--- src/rtl/enc_stream_ctrl.sv ---
// Sequencer for one encryption: kicks the encryptor, streams key column blocks
// from a sync-read memory, waits for completion, then reads out the ciphertext.
// Optional watchdog on the wait states: define ENC_STREAM_TIMEOUT_EN.
module enc_stream_ctrl #(
  parameter int NUM_BLOCKS   = 1664,
  parameter int COL_WIDTH    = 128,
  parameter int CIPHER_WORDS = 39,
  parameter int TIMEOUT      = 65535,
  localparam int KAW = (NUM_BLOCKS > 1)   ? $clog2(NUM_BLOCKS)   : 1,
  localparam int CAW = (CIPHER_WORDS > 1) ? $clog2(CIPHER_WORDS) : 1
) (
  input  logic           clk,
  input  logic           rst_n,
  input  logic           start,
  output logic           busy,
  output logic           err,
  output logic           enc_start,
  input  logic           enc_k_ready,
  input  logic           enc_done,
  output logic [KAW-1:0] key_addr,
  output logic           key_col_valid,
  output logic           c_rd_en,
  output logic [CAW-1:0] c_rd_addr,
  input  logic [31:0]    c_data,
  output logic [31:0]    c_out,
  output logic           c_out_valid,
  input  logic           c_out_ready
);

  if (NUM_BLOCKS < 1 || CIPHER_WORDS < 1 || COL_WIDTH < 1 || TIMEOUT < 1) begin : g_bad_cfg
    $error("enc_stream_ctrl: illegal parameter value");
  end

  typedef enum logic [2:0] {
    IDLE, KICK, WAIT_KRDY, STREAM, WAIT_DONE, RD_ISSUE, RD_HOLD, FINISH
  } state_e;

  state_e         state_q, state_d;
  logic [KAW-1:0] rd_ptr_q, rd_ptr_d;
  logic [CAW-1:0] idx_q, idx_d;
  logic           err_q, err_d;
  logic           fresh_q;
  logic [31:0]    c_out_q;
  logic           fire, last_blk, tmo_hit;

  assign fire     = (state_q == STREAM) && enc_k_ready;
  assign last_blk = (rd_ptr_q == KAW'(NUM_BLOCKS - 1));

  always_comb begin
    state_d  = state_q;
    rd_ptr_d = rd_ptr_q;
    idx_d    = idx_q;
    err_d    = err_q;
    key_addr = '0;
    unique case (state_q)
      IDLE: if (start) begin
        state_d = KICK;
        err_d   = 1'b0;
      end
      KICK: state_d = WAIT_KRDY;
      WAIT_KRDY: begin
        if (enc_done) begin
          err_d   = 1'b1;
          state_d = FINISH;
        end else if (enc_k_ready) begin
          state_d  = STREAM;
          rd_ptr_d = '0;
        end else if (tmo_hit) begin
          err_d   = 1'b1;
          state_d = FINISH;
        end
      end
      STREAM: begin
        // Address runs one ahead on a fire so the next block is already on the
        // memory output; on a stall it re-reads the block being presented.
        key_addr = (fire && !last_blk) ? rd_ptr_q + KAW'(1) : rd_ptr_q;
        if (enc_done) begin
          err_d   = 1'b1;
          state_d = FINISH;
        end else if (fire) begin
          if (last_blk) state_d = WAIT_DONE;
          else          rd_ptr_d = rd_ptr_q + KAW'(1);
        end
      end
      WAIT_DONE: begin
        if (enc_done) begin
          state_d = RD_ISSUE;
          idx_d   = '0;
        end else if (tmo_hit) begin
          err_d   = 1'b1;
          state_d = FINISH;
        end
      end
      RD_ISSUE: state_d = RD_HOLD;
      RD_HOLD: if (c_out_ready) begin
        if (idx_q == CAW'(CIPHER_WORDS - 1)) begin
          state_d = FINISH;
        end else begin
          idx_d   = idx_q + CAW'(1);
          state_d = RD_ISSUE;
        end
      end
      FINISH:  state_d = IDLE;
      default: state_d = IDLE;
    endcase
  end

  always_ff @(posedge clk or negedge rst_n) begin
    if (!rst_n) begin
      state_q  <= IDLE;
      rd_ptr_q <= '0;
      idx_q    <= '0;
      err_q    <= 1'b0;
      fresh_q  <= 1'b0;
      c_out_q  <= '0;
    end else begin
      state_q  <= state_d;
      rd_ptr_q <= rd_ptr_d;
      idx_q    <= idx_d;
      err_q    <= err_d;
      fresh_q  <= (state_q == RD_ISSUE);
      if (fresh_q) c_out_q <= c_data;
    end
  end

`ifdef ENC_STREAM_TIMEOUT_EN
  localparam int TW = $clog2(TIMEOUT + 1);
  logic [TW-1:0] tmo_q, tmo_d;

  // Restarts on every state change, so each wait state gets a full budget.
  always_comb begin
    tmo_d = '0;
    if ((state_q == WAIT_KRDY || state_q == WAIT_DONE) && state_d == state_q)
      tmo_d = tmo_q + 1'b1;
  end
  assign tmo_hit = (tmo_q == TW'(TIMEOUT - 1));

  always_ff @(posedge clk or negedge rst_n) begin
    if (!rst_n) tmo_q <= '0;
    else        tmo_q <= tmo_d;
  end
`else
  assign tmo_hit = 1'b0;
`endif

  assign busy          = (state_q != IDLE);
  assign err           = err_q;
  assign enc_start     = (state_q == KICK);
  assign key_col_valid = (state_q == STREAM);
  assign c_rd_en       = (state_q == RD_ISSUE);
  assign c_rd_addr     = (state_q == RD_ISSUE) ? idx_q : '0;
  // First hold cycle forwards the fresh memory word; later cycles show the captured copy.
  assign c_out         = fresh_q ? c_data : c_out_q;
  assign c_out_valid   = (state_q == RD_HOLD);

endmodule

--- config.mk ---
export PLATFORM = sky130hd
export DESIGN_NAME = enc_stream_ctrl
export DESIGN_NICKNAME = d
export VERILOG_FILES = /design/src/rtl/enc_stream_ctrl.sv
export SDC_FILE = /design/constraint.sdc
export NUM_CORES = 1
export LEC_CHECK = 0
export CORE_MARGIN = 2
export CORE_UTILIZATION = 45
export CTS_CLUSTER_SIZE = 30
export DETAILED_ROUTE_END_ITERATION = 8
export PLACE_DENSITY_LB_ADDON = 0.15
export SYNTH_ARGS = -nofsm -noshare
export SYNTH_HDL_FRONTEND = slang
export SYNTH_SLANG_ARGS = --single-unit
--- constraint.sdc ---
create_clock -name clk -period 2.59 [get_ports clk]
set_clock_uncertainty 0.15 [all_clocks]
set_input_delay 0.6475 -clock clk [delete_from_list [all_inputs] [get_ports clk]]
set_output_delay 0.6475 -clock clk [all_outputs]
set_load 0.02 [all_outputs]
### Word-level counts from Yosys, hierarchy flattened

Index checks and enable logic that the tools add are counted.

* bits in registers: 54
* output and inout bits: 55
* input port bits: 38

* equality and inequality tests: 22
* mux-type cells: 27
* $add $sub $neg: 2
* reductions and logical operators: 13

Operators with widths (number)
* $mux 11: 7
* $mux 32: 1
* $mux 3: 8
* $mux 6: 4
* $pmux 3 s8: 1
* $pmux 11 s2: 1
* $ne 2x2->1 const B: 7
* $eq 3x3->1 const B: 4
* $pmux 6 s2: 1
* $reduce_and 6->1: 2
* $add 11x1->11 const B: 1
* $eq 11x11->1 const B: 1
* $add 6x1->6 const B: 1
* $eq 3x2->1 const B: 2
* $eq 6x6->1 const B: 1
* $ne 2x1->1 const B: 3
* $ne 3x2->1 const B: 2
* $reduce_bool 2->1: 3
* $reduce_and 4->1: 1
* $eq 3x1->1 const B: 1
* $logic_not 3->1: 1
* $ne 3x3->1 const B: 1
* $reduce_and 3->1: 1
* $reduce_bool 3->1: 1
* other kinds (6): 8

### Longest topological paths before layout

Gate-level depths: netlist of run 1.

* word-level depth: 5
* depth in mapped cells: 6
* gate-level depth less buffers: 6

### Worst setup path after synthesis of run 1

Ideal clock, no wire load.

* path kind: flip-flop to output port
* from: register rd_ptr_q[0]
* to: output key_addr[5]
* arrival time: 1.909 ns
* path buffers: 1
* setup slack: -0.117 ns
* cell stages (with the launch flop): 7
* cells stage by stage: dfrtp_1 ha_1 nand3_1 o31ai_2 buf_2 o21ai_0 a21oi_1

* cells in the longest elaborated chain, start to end: 5

RTL lines
* from (decl): line 39 `logic [KAW-1:0] rd_ptr_q, rd_ptr_d;`
* from (signal assigned): line 118 `rd_ptr_q <= rd_ptr_d;`
* branches (longest 3 deep; another with $add 11x1->11)
* $mux 11 *: line 76 `key_addr = (fire && !last_blk) ? rd_ptr_q + KAW'(1) : rd_ptr_q;`
* $mux 11 *: line 55 `unique case (state_q)`
* to (decl): line 20 `output logic [KAW-1:0] key_addr,`

Mark *: on every way between the ends.

### Worst setup path in the final report of run 1

* from: register rd_ptr_q[0]
* to: output key_addr[9]

The elaborated chain is that of the path after synthesis.

==> run metrics, run 1 <==
Cell Rows 29; synth top area cells dfrtp_1 (47%), mux2_2 (13%), mux2i_1 (3.1%), o21ai_0 (3.0%), a21oi_1 (2.6%); Via-to-Cell Ratio 5.38; M3 GR Usage 5.14%; fin area 0.00445 mm2; CTS H-Tree Depth 2; Yosys reg bits 54; gate count of the mapped netlist 265; DR vias 2609; asr flop ratio synth 100%; CTS Buf Count 5; Int Pwr 2.71 mW; Clock Power Share 12.7%; HP Class primary input to async pin; Tmin final 2.81 ns; sequential share of the synthesized area 47.2%; Max clock buf depth 2; Comb power frac 56.5%; first-pass GRT wire length 12.4 mm; Root Buffer clkbuf_8; M1 GR Usage 30.5%; Crit Path Category register to output pin; placed instance count 473; Fin. Hold Viols 0; initial antenna violation count 0; vias in the first global route 2532; dominant synthesized flop cell dfrtp_1; Power Dens Cells 996 mW/mm2; IO buf count 92; Syn. warnings 0; Yosys cell types 50; clock slew at reported path FFs 0.10 ns; CP peak stage delay 0.42 ns; Synth Area per Inst 10.8 um2; clock latency at the later pin of the worst-skew pair 0.31 ns; final hold slack 0.174 ns; worst-margin pin slew 0.577 ns; Starting Density 45.9%; Post-synth EDFFs 0; P_leak 1.98 nW; busiest layer in global routing met2; core area 0.00624 mm2; Synth-to-Final Area Change 55.5%; Worst Path Required 1.79 ns; CTS tree yes; Pre-antenna DRT Iters 4; Rel. slew slack 61.5%; gr ovfl total 0; pre-CTS setup slack -0.794 ns; Power Total 4.44 mW; fin. max-slew vios 0; Max VDD drop 0.641 mV; mapped cell area 0.00286 mm2; Yosys top cell by area dfrtp_1; delay-heaviest family, CP simple AND/OR/NAND/NOR gates; Net Sw Frac 39.0%; Area after DPL 0.00426 mm2; Seq pwr share 30.8%; Crit-path slowest cell dfrtp_2; CP bufs+invs 2; max cap viols 0; final setup fails 11; Setup crit start kind register; max frequency 356 MHz; largest net degree at the start of global routing 33; failing checks negative setup slack; Inserted Diodes 0; die area 0.00702 mm2; syn_nets 306; Final nets 448; status finished with violations; WP data arrival 2.01 ns; Die X 83.8 um; Total GRT Usage 21.8%; DRT iter0 DRCs 53; Max FO, Critical Path 3; share of layout cells above drive strength 1 34.6%; crit-path cells buf_6, nand3_2, or3_4, or4_4, a21oi_2, buf_4; I/O pins 93; final std cells w/o fill 485; P_sw 1.73 mW; antenna-violating nets left 0; met2 Use GR 33.9%; dpl hpwl 5.30 mm; Final GP Congestion 0.866; drt total wl 7.33 mm; Final WS setup -0.219 ns; post-route clock period utilization 108%; Die Y-Extent 83.8 um; RSZ-0062 raised after global routing yes; Yosys top cell area share 47.2%; total clock sinks 54; WL/cell 15.1 um; Worst Setup End Kind output pin; Residual DRC 0
flip-flops by register name, summed over array words and instances (netlist names):
register  flops
c_out_q      32
err           1
fresh_q       1
idx_q         6
rd_ptr_q     11
state_q       3
cell usage after synthesis, types with 3 or more instances:
master	number
a21oi_1	15
and2_1	7
and3_1	5
buf_1	3
buf_2	4
buf_6	3
clkbuf_1	5
dfrtp_1	54
ha_1	3
inv_1	4
mux2_2	33
mux2i_1	9
nand2_1	16
nand2b_1	4
nand3_1	10
nand4_1	4
nor2_1	13
nor3_1	4
o211ai_1	3
o21ai_0	17
o2bb2ai_1	3
or2b_1	3
or3_1	8
power groups by stage:
stage / Sequential, mW / Combinational (mW) / Clock [mW]
after floorplan: 1.33 / 1.49 / 0
after CTS: 1.37 / 2.54 / 0.583
after global routing: 1.41 / 2.72 / 0.626
after global placement: 1.35 / 2.72 / 0
final: 1.37 / 2.51 / 0.564
after detailed placement: 1.38 / 2.76 / 0
stage by stage:
step	util [%]	TNS (ns)
6_report	71.4	-1.74
5_1_grt	71.4	-2.68
4_1_cts	71.1	-2.07
3_5_place_dp	68.2	-9.70
3_3_place_gp	68.2	-9.28
2_1_floorplan	-	0
worst paths after layout:
kind | startpoint | endpoint | slack, ns | cells after the start
max | rd_ptr_q[0] | key_addr[9] | -0.22 | 6
max in group asynchronous | rst_n | rd_ptr_q[6] | 1.46 | 2
max reg2reg | rd_ptr_q[0] | rd_ptr_q[6] | 0.43 | 8
min | rst_n | c_out_q[3] | 0.17 | 1
min reg2reg | c_out_q[25] | c_out_q[25] | 0.35 | 1
min in group clk | c_out_q[25] | c_out_q[25] | 0.35 | 1
placed cells by master (no fill, tap or decap), types with 3 or more instances in the layout:
| cell | count |
|---|---|
| a21oi_1 | 8 |
| and3_1 | 3 |
| o21ai_0 | 14 |
| or2b_1 | 3 |
| clkbuf_8 | 5 |
| o2bb2ai_1 | 3 |
| nand3_1 | 6 |
| nand4_1 | 4 |
| dfrtp_1 | 51 |
| a21oi_2 | 7 |
| nand2_1 | 16 |
| o21ai_1 | 3 |
| mux2_2 | 33 |
| or3_4 | 5 |
| buf_4 | 61 |
| nand2b_1 | 4 |
| dfrtp_2 | 3 |
| clkdlybuf4s50_1 | 36 |
| nor2_1 | 13 |
| mux2i_1 | 9 |
| and2_1 | 7 |
| buf_6 | 7 |
| dlymetal6s2s_1 | 3 |
| or3_1 | 3 |
| dlygate4sd2_1 | 41 |
| o211ai_1 | 3 |
| nor3_1 | 4 |
| inv_1 | 4 |
layer usage:
layer  up-vias  share of wire [%]
li1       1256                  -
met1      1261                 46
met2        85                 46
met3         7                6.5
met4         0                1.0
met5         -                  0
what timing repair did:
item                       4_1_cts  5_1_grt
resized for setup              117       13
hold buffers                     0        0
setup buffers                    3        1
pin swaps                       15       11
setup endpoints to repair       51       15
cloned                           1        0
area by class of cell:
type                    count  area (um2)
clock buffers               6        72.6
clock inverters             2        37.5
fillers                   457        1790
inverters                   5        18.8
multi-input cells         190        1540
flip-flops and latches     54        1360
well taps                  77        96.3
repair buffers            151        1340
cells by family after synthesis:
logic type      synth area share (%)
mux                             16.9
flops                           47.2
xor+xnor                       0.612
compound gates                  12.6
buf+inv                         3.84
simple gates                    17.6
fa+ha+maj                       1.31
Note: power is estimated with default switching activity, not from simulation.
==> inputs of run 2 (changes only) <==
Settings changed: ABC_AREA set to 1.
==> run metrics, run 2 <==
WL/cell 13.1 um; Rel. slew slack 54.1%; final setup fails 0; Worst Setup End Kind output pin; max frequency 390 MHz; DR vias 2647; share of layout cells above drive strength 1 26.9%; syn_nets 363; drt total wl 7.03 mm; Power Total 4.02 mW; total clock sinks 54; RSZ-0062 raised after global routing yes; Biggest register c_out_q; Pre-antenna DRT Iters 4; Fin. Hold Viols 0; vias in the first global route 2542; max cap viols 0; post-route clock period utilization 98.9%; gate count of the mapped netlist 322; asr flop ratio synth 100%; WP data arrival 1.76 ns; clock slew at reported path FFs 0.10 ns; dominant synthesized flop cell dfrtp_1; clock latency at the later pin of the worst-skew pair 0.30 ns; core area 0.00599 mm2; Commonest cells post-synth nand2_1 (75), dfrtp_1 (54), nor2_1 (46); Max VDD drop 0.694 mV; largest net degree at the start of global routing 55; Yosys reg bits 54; Yosys top cell area share 47.7%; Root Buffer clkbuf_8; Worst Path Required 1.79 ns; Die X 83.3 um; fin. max-slew vios 0; antenna-violating nets left 0; Area after DPL 0.00410 mm2; DRT iter0 DRCs 82; Residual DRC 0; Max FO, Critical Path 6; Starting Density 47.3%; dpl hpwl 5.24 mm; IO buf count 92; Crit Path Category register to output pin; Post-synth EDFFs 0; Total GRT Usage 20.6%; status finished clean; die area 0.00695 mm2; mapped cell area 0.00283 mm2; Inserted Diodes 0; first-pass GRT wire length 11.8 mm; Syn. warnings 0; Final GP Congestion 0.899; most frequent cells in the layout nand2_1 (74), dfrtp_1 (53), buf_4 (53); CTS H-Tree Depth 2; initial antenna violation count 0; Synth Area per Inst 8.80 um2; sequential share of the synthesized area 47.7%; P_leak 1.97 nW; gr ovfl total 0; Cell Rows 28; Max clock buf depth 2; Die Y-Extent 83.3 um; CTS Buf Count 5; max reg flops 32; Yosys top cell by area dfrtp_1; I/O pins 93; Synth-to-Final Area Change 48.5%; most common cell in the synthesized netlist nand2_1; Setup crit start kind register; Yosys cell types 32; Power Dens Cells 956 mW/mm2; fin area 0.00421 mm2; final hold slack 0.311 ns; worst-margin pin slew 0.688 ns; r2r worst-path depth 10; CTS tree yes; HP Class primary input to async pin; Tmin final 2.56 ns; biggest regs c_out_q (32), rd_ptr_q (11), idx_q (6); commonest non-fill, non-tap cell in the layout nand2_1; Final nets 502; synth top area cells dfrtp_1 (48%), mux2_2 (10%), nand2_1 (9.9%), nor2_1 (6.1%), nand3_1 (4.4%); Via-to-Cell Ratio 4.94
[run 2: cell families (layout without fill, tap and decap cells)]
kind of cell / Yosys count / after routing / share of synthesized area [%]
buf+inv: 38 / 177 / 6.01
simple gates: 161 / 161 / 24.6
flops: 54 / 54 / 47.7
mux: 32 / 32 / 12.7
compound gates: 30 / 30 / 6.45
xor+xnor: 4 / 4 / 1.24
fa+ha+maj: 3 / 3 / 1.33
[run 2: through the flow]
step	std cells	util (%)	setup TNS (ns)	setup WS [ns]
final	536	70.2	0	0.0289
after global routing	536	70.2	-0.207	-0.0642
after CTS	534	69.6	-0.0521	-0.0304
after detailed placement	521	68.5	-8.41	-0.573
after global placement	521	68.5	-7.84	-0.547
after floorplan	322	-	0	0.190
[run 2: report_power, final]
| part | internal, mW | leakage [nW] | switching (mW) |
|---|---|---|---|
| Sequential | 1.16 | 0.673 | 0.109 |
| Clock | 0.185 | 0.0362 | 0.273 |
| Combinational | 1.02 | 1.26 | 1.27 |
[run 2: area by class of cell]
type	instances	area, um2
Timing Repair Buffer	141	1210
Fill cell	482	1780
Multi-Input combinational cell	230	1360
Sequential cell	54	1350
Clock buffer	5	68.8
Tap cell	75	93.8
Inverter	29	110
Clock inverter	2	15.0
[run 2: worst paths after layout]
| check | startpoint | end | slack [ns] |
|---|---|---|---|
| min reg2reg | c_out_q[25] | c_out_q[25] | 0.34 |
| max | rd_ptr_q[0] | key_addr[3] | 0.03 |
| max reg2reg | rd_ptr_q[0] | rd_ptr_q[6] | 0.80 |
| min in group clk | c_out_q[25] | c_out_q[25] | 0.34 |
| min | rst_n | c_out_q[3] | 0.31 |
| max in group asynchronous | rst_n | rd_ptr_q[6] | 1.48 |
[run 2: timing repair]
action / 4_1_cts / 5_1_grt
hold endpoints to repair: 0 / 0
setup endpoints to repair: 52 / 17
setup buffers: 6 / 2
hold buffers: 0 / 0
pin swaps: 5 / 8
resized for setup: 102 / 22
[run 2: critical path: stages (launching register included)]
cell	delay (ns)
dfrtp_1	0.40
ha_2	0.21
nand3_2	0.09
inv_2	0.06
nand3_4	0.08
nand2_4	0.08
buf_6	0.13
buf_6	0.11
a21oi_2	0.12
nor2_1	0.05
buf_4	0.15
[run 2: routing by layer]
layer | global-route usage [%] | share of wire, %
met5 | 0 | 0
met4 | 4.77 | 0.78
met3 | 4.27 | 5.8
met2 | 34.7 | 47
met1 | 27.2 | 47
==> inputs of run 3 (changes only) <==
--- a/config.mk
+++ b/config.mk
@@ -6,9 +6,9 @@
 export NUM_CORES = 1
 export LEC_CHECK = 0
-export ABC_AREA = 1
 export CORE_MARGIN = 2
 export CORE_UTILIZATION = 45
 export CTS_CLUSTER_SIZE = 30
 export DETAILED_ROUTE_END_ITERATION = 8
+export GPL_ROUTABILITY_DRIVEN = 1
 export PLACE_DENSITY_LB_ADDON = 0.15
 export SYNTH_ARGS = -nofsm -noshare
--- a/constraint.sdc
+++ b/constraint.sdc
@@ -3,3 +3,3 @@
 set_input_delay 0.6475 -clock clk [delete_from_list [all_inputs] [get_ports clk]]
 set_output_delay 0.6475 -clock clk [all_outputs]
-set_load 0.02 [all_outputs]
+set_load 0.005 [all_outputs]
==> run metrics, run 3 (synthesis results as in run 1) <==
status finished with violations; failing checks negative setup slack; Max VDD drop 0.607 mV; IO buf count 92; Seq pwr share 33.7%; Cell Rows 29; DR vias 2662; share of layout cells above drive strength 1 31.3%; P_leak 2.11 nW; Tmin final 2.78 ns; final hold slack 0.216 ns; dpl hpwl 5.15 mm; I/O pins 93; Max FO, Critical Path 2; post-route clock period utilization 107%; max reg flops 32; Worst Setup End Kind output pin; RSZ-0062 raised after global routing yes; Power Dens Cells 908 mW/mm2; Setup crit start kind register; Rel. slew slack 56.1%; Inserted Diodes 0; Via-to-Cell Ratio 5.51; gr ovfl total 0; Synth-to-Final Area Change 56.1%; largest net degree at the start of global routing 33; Int Pwr 2.75 mW; commonest non-fill, non-tap cell in the layout dfrtp_1; initial antenna violation count 0; Biggest register c_out_q; max cap viols 0; core area 0.00624 mm2; Root Buffer clkbuf_8; final std cells w/o fill 483; Final nets 446; worst-margin pin slew 0.658 ns; Die X 83.8 um; setup tns final -1.26 ns; DRT iter0 DRCs 51; drt total wl 7.87 mm; Comb power frac 52.3%; CTS Buf Count 5; antenna-violating nets left 0; Pre-antenna DRT Iters 4; placed instance count 459; FF-to-FF Start rd_ptr_q[0]; HP Class primary input to async pin; crit path to key_addr[9]; Critical R2R Capture rd_ptr_q[6]; Crit Path Category register to output pin; Final GP Congestion 0.830; Power Total 4.06 mW; final setup fails 10; Fin. Hold Viols 0; biggest regs c_out_q (32), rd_ptr_q (11), idx_q (6); die area 0.00702 mm2; Residual DRC 0; WP data arrival 1.98 ns; Worst Path Required 1.79 ns; CTS H-Tree Depth 2; fin. max-slew vios 0; first-pass GRT wire length 12.9 mm; WL/cell 16.3 um; vias in the first global route 2657; Max clock buf depth 2; r2r worst-path depth 9; Starting Density 45.9%; total clock sinks 54; Total GRT Usage 22.4%; max frequency 360 MHz; CTS tree yes; worst setup path start rd_ptr_q[0]; Die Y-Extent 83.8 um; P_sw 1.31 mW; clock latency at the later pin of the worst-skew pair 0.30 ns; R2R setup slack 0.39 ns; clock slew at reported path FFs 0.10 ns; Final WS setup -0.190 ns; Clock Power Share 14.0%; most frequent cells in the layout dfrtp_1 (53), clkdlybuf4s50_1 (52), buf_4 (42); Net Sw Frac 32.2%
==> run 3: changes by cell type in the layout (fill, tap and decap cells not counted), sizes merged, moves of 7 or more <==
cell / delta
dlygate4sd2: -30
clkdlybuf4s50: +14
inv: -24
or3: +8
dlymetal6s2s: +22
nand3: -17
a21oi: +7
nor2: -35
mux2i: +9
and2: +7
nand2: -64
buf: +7
==> run 3: power by group through the flow <==
stage          clock (mW)  combinational (mW)  sequential [mW]
3_5_place_dp            0                2.11             1.37
6_report            0.569                2.12             1.37
5_1_grt             0.618                2.32             1.42
2_1_floorplan           0                1.03             1.32
3_3_place_gp            0                2.07             1.35
4_1_cts             0.590                2.10             1.36
==> run 3: how the worst min path moves through the flow <==
stage                        endpoint  slack (ns)  cells after the start
after floorplan            c_out_q[0]        0.20                      0
after global placement    c_out_q[22]        0.33                      1
after detailed placement  c_out_q[28]        0.33                      1
after CTS                 c_out_q[11]        0.23                      1
after global routing      c_out_q[18]        0.27                      1
final                     c_out_q[16]        0.22                      1
==> run 3: metrics by stage <==
stage                     area (um2)  utilization, %  setup WS (ns)
after floorplan                 2860               -         0.0924
after global routing            4470            71.6         -0.266
final                           4470            71.6         -0.190
after detailed placement        4120            66.0         -0.639
after global placement          4120            66.0         -0.647
after CTS                       4340            69.6         -0.196
==> run 3: routing by layer <==
| layer | global-route usage [%] | up-vias | share of wire (%) |
|---|---|---|---|
| met5 | 0 | - | 0 |
| met4 | 7.04 | 0 | 1.4 |
| met3 | 4.35 | 9 | 5.2 |
| li1 | - | 1246 | - |
| met1 | 30.3 | 1315 | 46 |
| met2 | 36.5 | 92 | 47 |
==> run 3: repair_timing <==
action | 4_1_cts | 5_1_grt
pin swaps | 20 | 4
gates resized for setup | 72 | 29
hold buffers | 0 | 0
setup endpoints to repair | 16 | 35
setup buffers | 11 | 8
gates cloned | 1 | 0
==> run 3: final cells by class <==
| cell class | count | area, um2 |
|---|---|---|
| clock buffer | 6 | 72.6 |
| clock inverter | 2 | 37.5 |
| fill | 459 | 1770 |
| inverter | 5 | 18.8 |
| multi-input combinational | 190 | 1480 |
| sequential | 54 | 1350 |
| tap | 77 | 96.3 |
| timing repair buffer | 149 | 1410 |
==> run 3: worst max-delay path, stage by stage, from the launching register on <==
cell and delay (ns):
dfrtp_1 0.43, ha_4 0.19, nand3_4 0.10, o31ai_4 0.07
buf_4 0.15, or4_4 0.50, a21oi_2 0.13, buf_2 0.12
==> variant (flow settings as in run 1) <==
Change the parameter `CIPHER_WORDS` from 39 to 78.
--- a/src/rtl/enc_stream_ctrl.sv
+++ b/src/rtl/enc_stream_ctrl.sv
@@ -5,5 +5,5 @@
   parameter int NUM_BLOCKS   = 1664,
   parameter int COL_WIDTH    = 128,
-  parameter int CIPHER_WORDS = 39,
+  parameter int CIPHER_WORDS = 78,
   parameter int TIMEOUT      = 65535,
   localparam int KAW = (NUM_BLOCKS > 1)   ? $clog2(NUM_BLOCKS)   : 1,
Ports: changed (resized c_rd_addr); port bits go from 93 to 94. The function was not compared with the original's and may differ.
==> variant against run 1 <==
The run still ends with setup timing left. Design area fell by 0.87%. Sequential cell count rose by 1. Setup slack improved by 0.044 ns. Synthesized cell count fell by 1.5%. Power fell by 10%. Synthesized area fell by 1.0%. Wire length rose by 0.56%. Critical path type unchanged.
==> variant: results (changes against run 1) <==
Run status - finished with violations (unchanged)
Violated checks - setup timing (unchanged)
Average detailed-routed wire length per instance - 15.28 um (was 15.10 um)
Stage delay of the slowest cell on the critical path - 0.47 ns (was 0.42 ns)
Part of the total power dissipated in sequential elements - 32.9% (was 30.8%)
Largest net degree at the start of global routing - 34 (was 33)
Count of routing violations after the opening detailed-route iteration - 82 (was 53)
Proportion of power drawn by combinational gates - 54.7% (was 56.5%)
Distinct cell type count of the synthesized netlist - 48 (was 50)
Total half-perimeter wirelength after legalization and detailed placement - 5390 um (was 5303 um)
Registers with the most flip-flops - c_out_q: 32 flops, rd_ptr_q: 11 flops, idx_q: 7 flops (was c_out_q: 32 flops, rd_ptr_q: 11 flops, idx_q: 6 flops)
Average cell area after synthesis - 10.86 sq um (was 10.81 sq um)
Number of resized instances in the post-cts repair step - 113 (was 117)
Filler instances - 454 (was 457)
Max-slew headroom at the worst pin - 60.98% (was 61.53%)
Number of vias after detailed routing - 2590 (was 2609)
Min setup slack post-route - -0.1747 ns (was -0.2188 ns)
Seq/Total Area, Yosys - 48.54% (was 47.18%)
GRT Resource Usage Total - 21.50% (was 21.76%)
Flip-flop and latch share of the layout cell area - 31.20% (was 30.42%)
Multi-input gate share of total cell area - 32.79% (was 34.47%)
Tapcells inserted - 75 (was 77)
Count of plain and timing-repair buffers - 153 (was 151)
Most used standard cells in the synthesized netlist - 55 x dfrtp_1, 32 x mux2_2, 16 x nand2_1, 15 x o21ai_0 (was 54 x dfrtp_1, 33 x mux2_2, 17 x o21ai_0, 16 x nand2_1, 15 x a21oi_1)
Top cells by area, synth - dfrtp_1 49%, mux2_2 13%, o31ai_1 2.9% (was dfrtp_1 47%, mux2_2 13%, mux2i_1 3.1%)
Sw Ratio - 39.24% (was 39.01%)
Layout Cells excl Fill - 482 (was 485)
LEAKAGE - 0.001975 uW (was 0.001979 uW)
Largest voltage drop on the vdd net - 0.5753 mV (was 0.6408 mV)
Count of clock tree sinks - 55 (was 54)
Non-clock buffer contribution to total cell area - 31.14% (was 30.06%)
Setup violations, final - 11 (unchanged)
Final net count - 447 (was 448)
## variant: changes by cell type in the layout (fill, tap and decap cells not counted), sizes merged, moves of 5 or more
cell   before  now
a21oi      15   10
o21ai      17   22
mux2i       9    2
o31ai       3   12
## variant: worst paths after layout
check	from	end	slack, ns	depth (start not counted)
max	rd_ptr_q[1]	key_addr[7]	-0.17	7
max reg2reg	rd_ptr_q[8]	rd_ptr_q[2]	0.62	6
min reg2reg	c_out_q[4]	c_out_q[4]	0.35	1
min	rst_n	c_out_q[15]	0.16	1
max in group asynchronous	rst_n	c_out_q[29]	1.56	2
min in group clk	c_out_q[4]	c_out_q[4]	0.35	1
## variant: kinds of logic after synthesis
family	count (synthesis)	share of synthesized area, %
mux	34	13.42
flops	55	48.54
compound gates	66	15.53
xor+xnor	3	0.9269
simple gates	78	16.59
fa+ha+maj	3	1.324
buf+inv	22	3.663
## variant: routing by layer
metal  share of wire, %  global-route usage [%]
met5                  0                       0
met4                1.2                   7.601
met3                5.1                   3.678
met2                 49                   36.07
met1                 45                   28.02
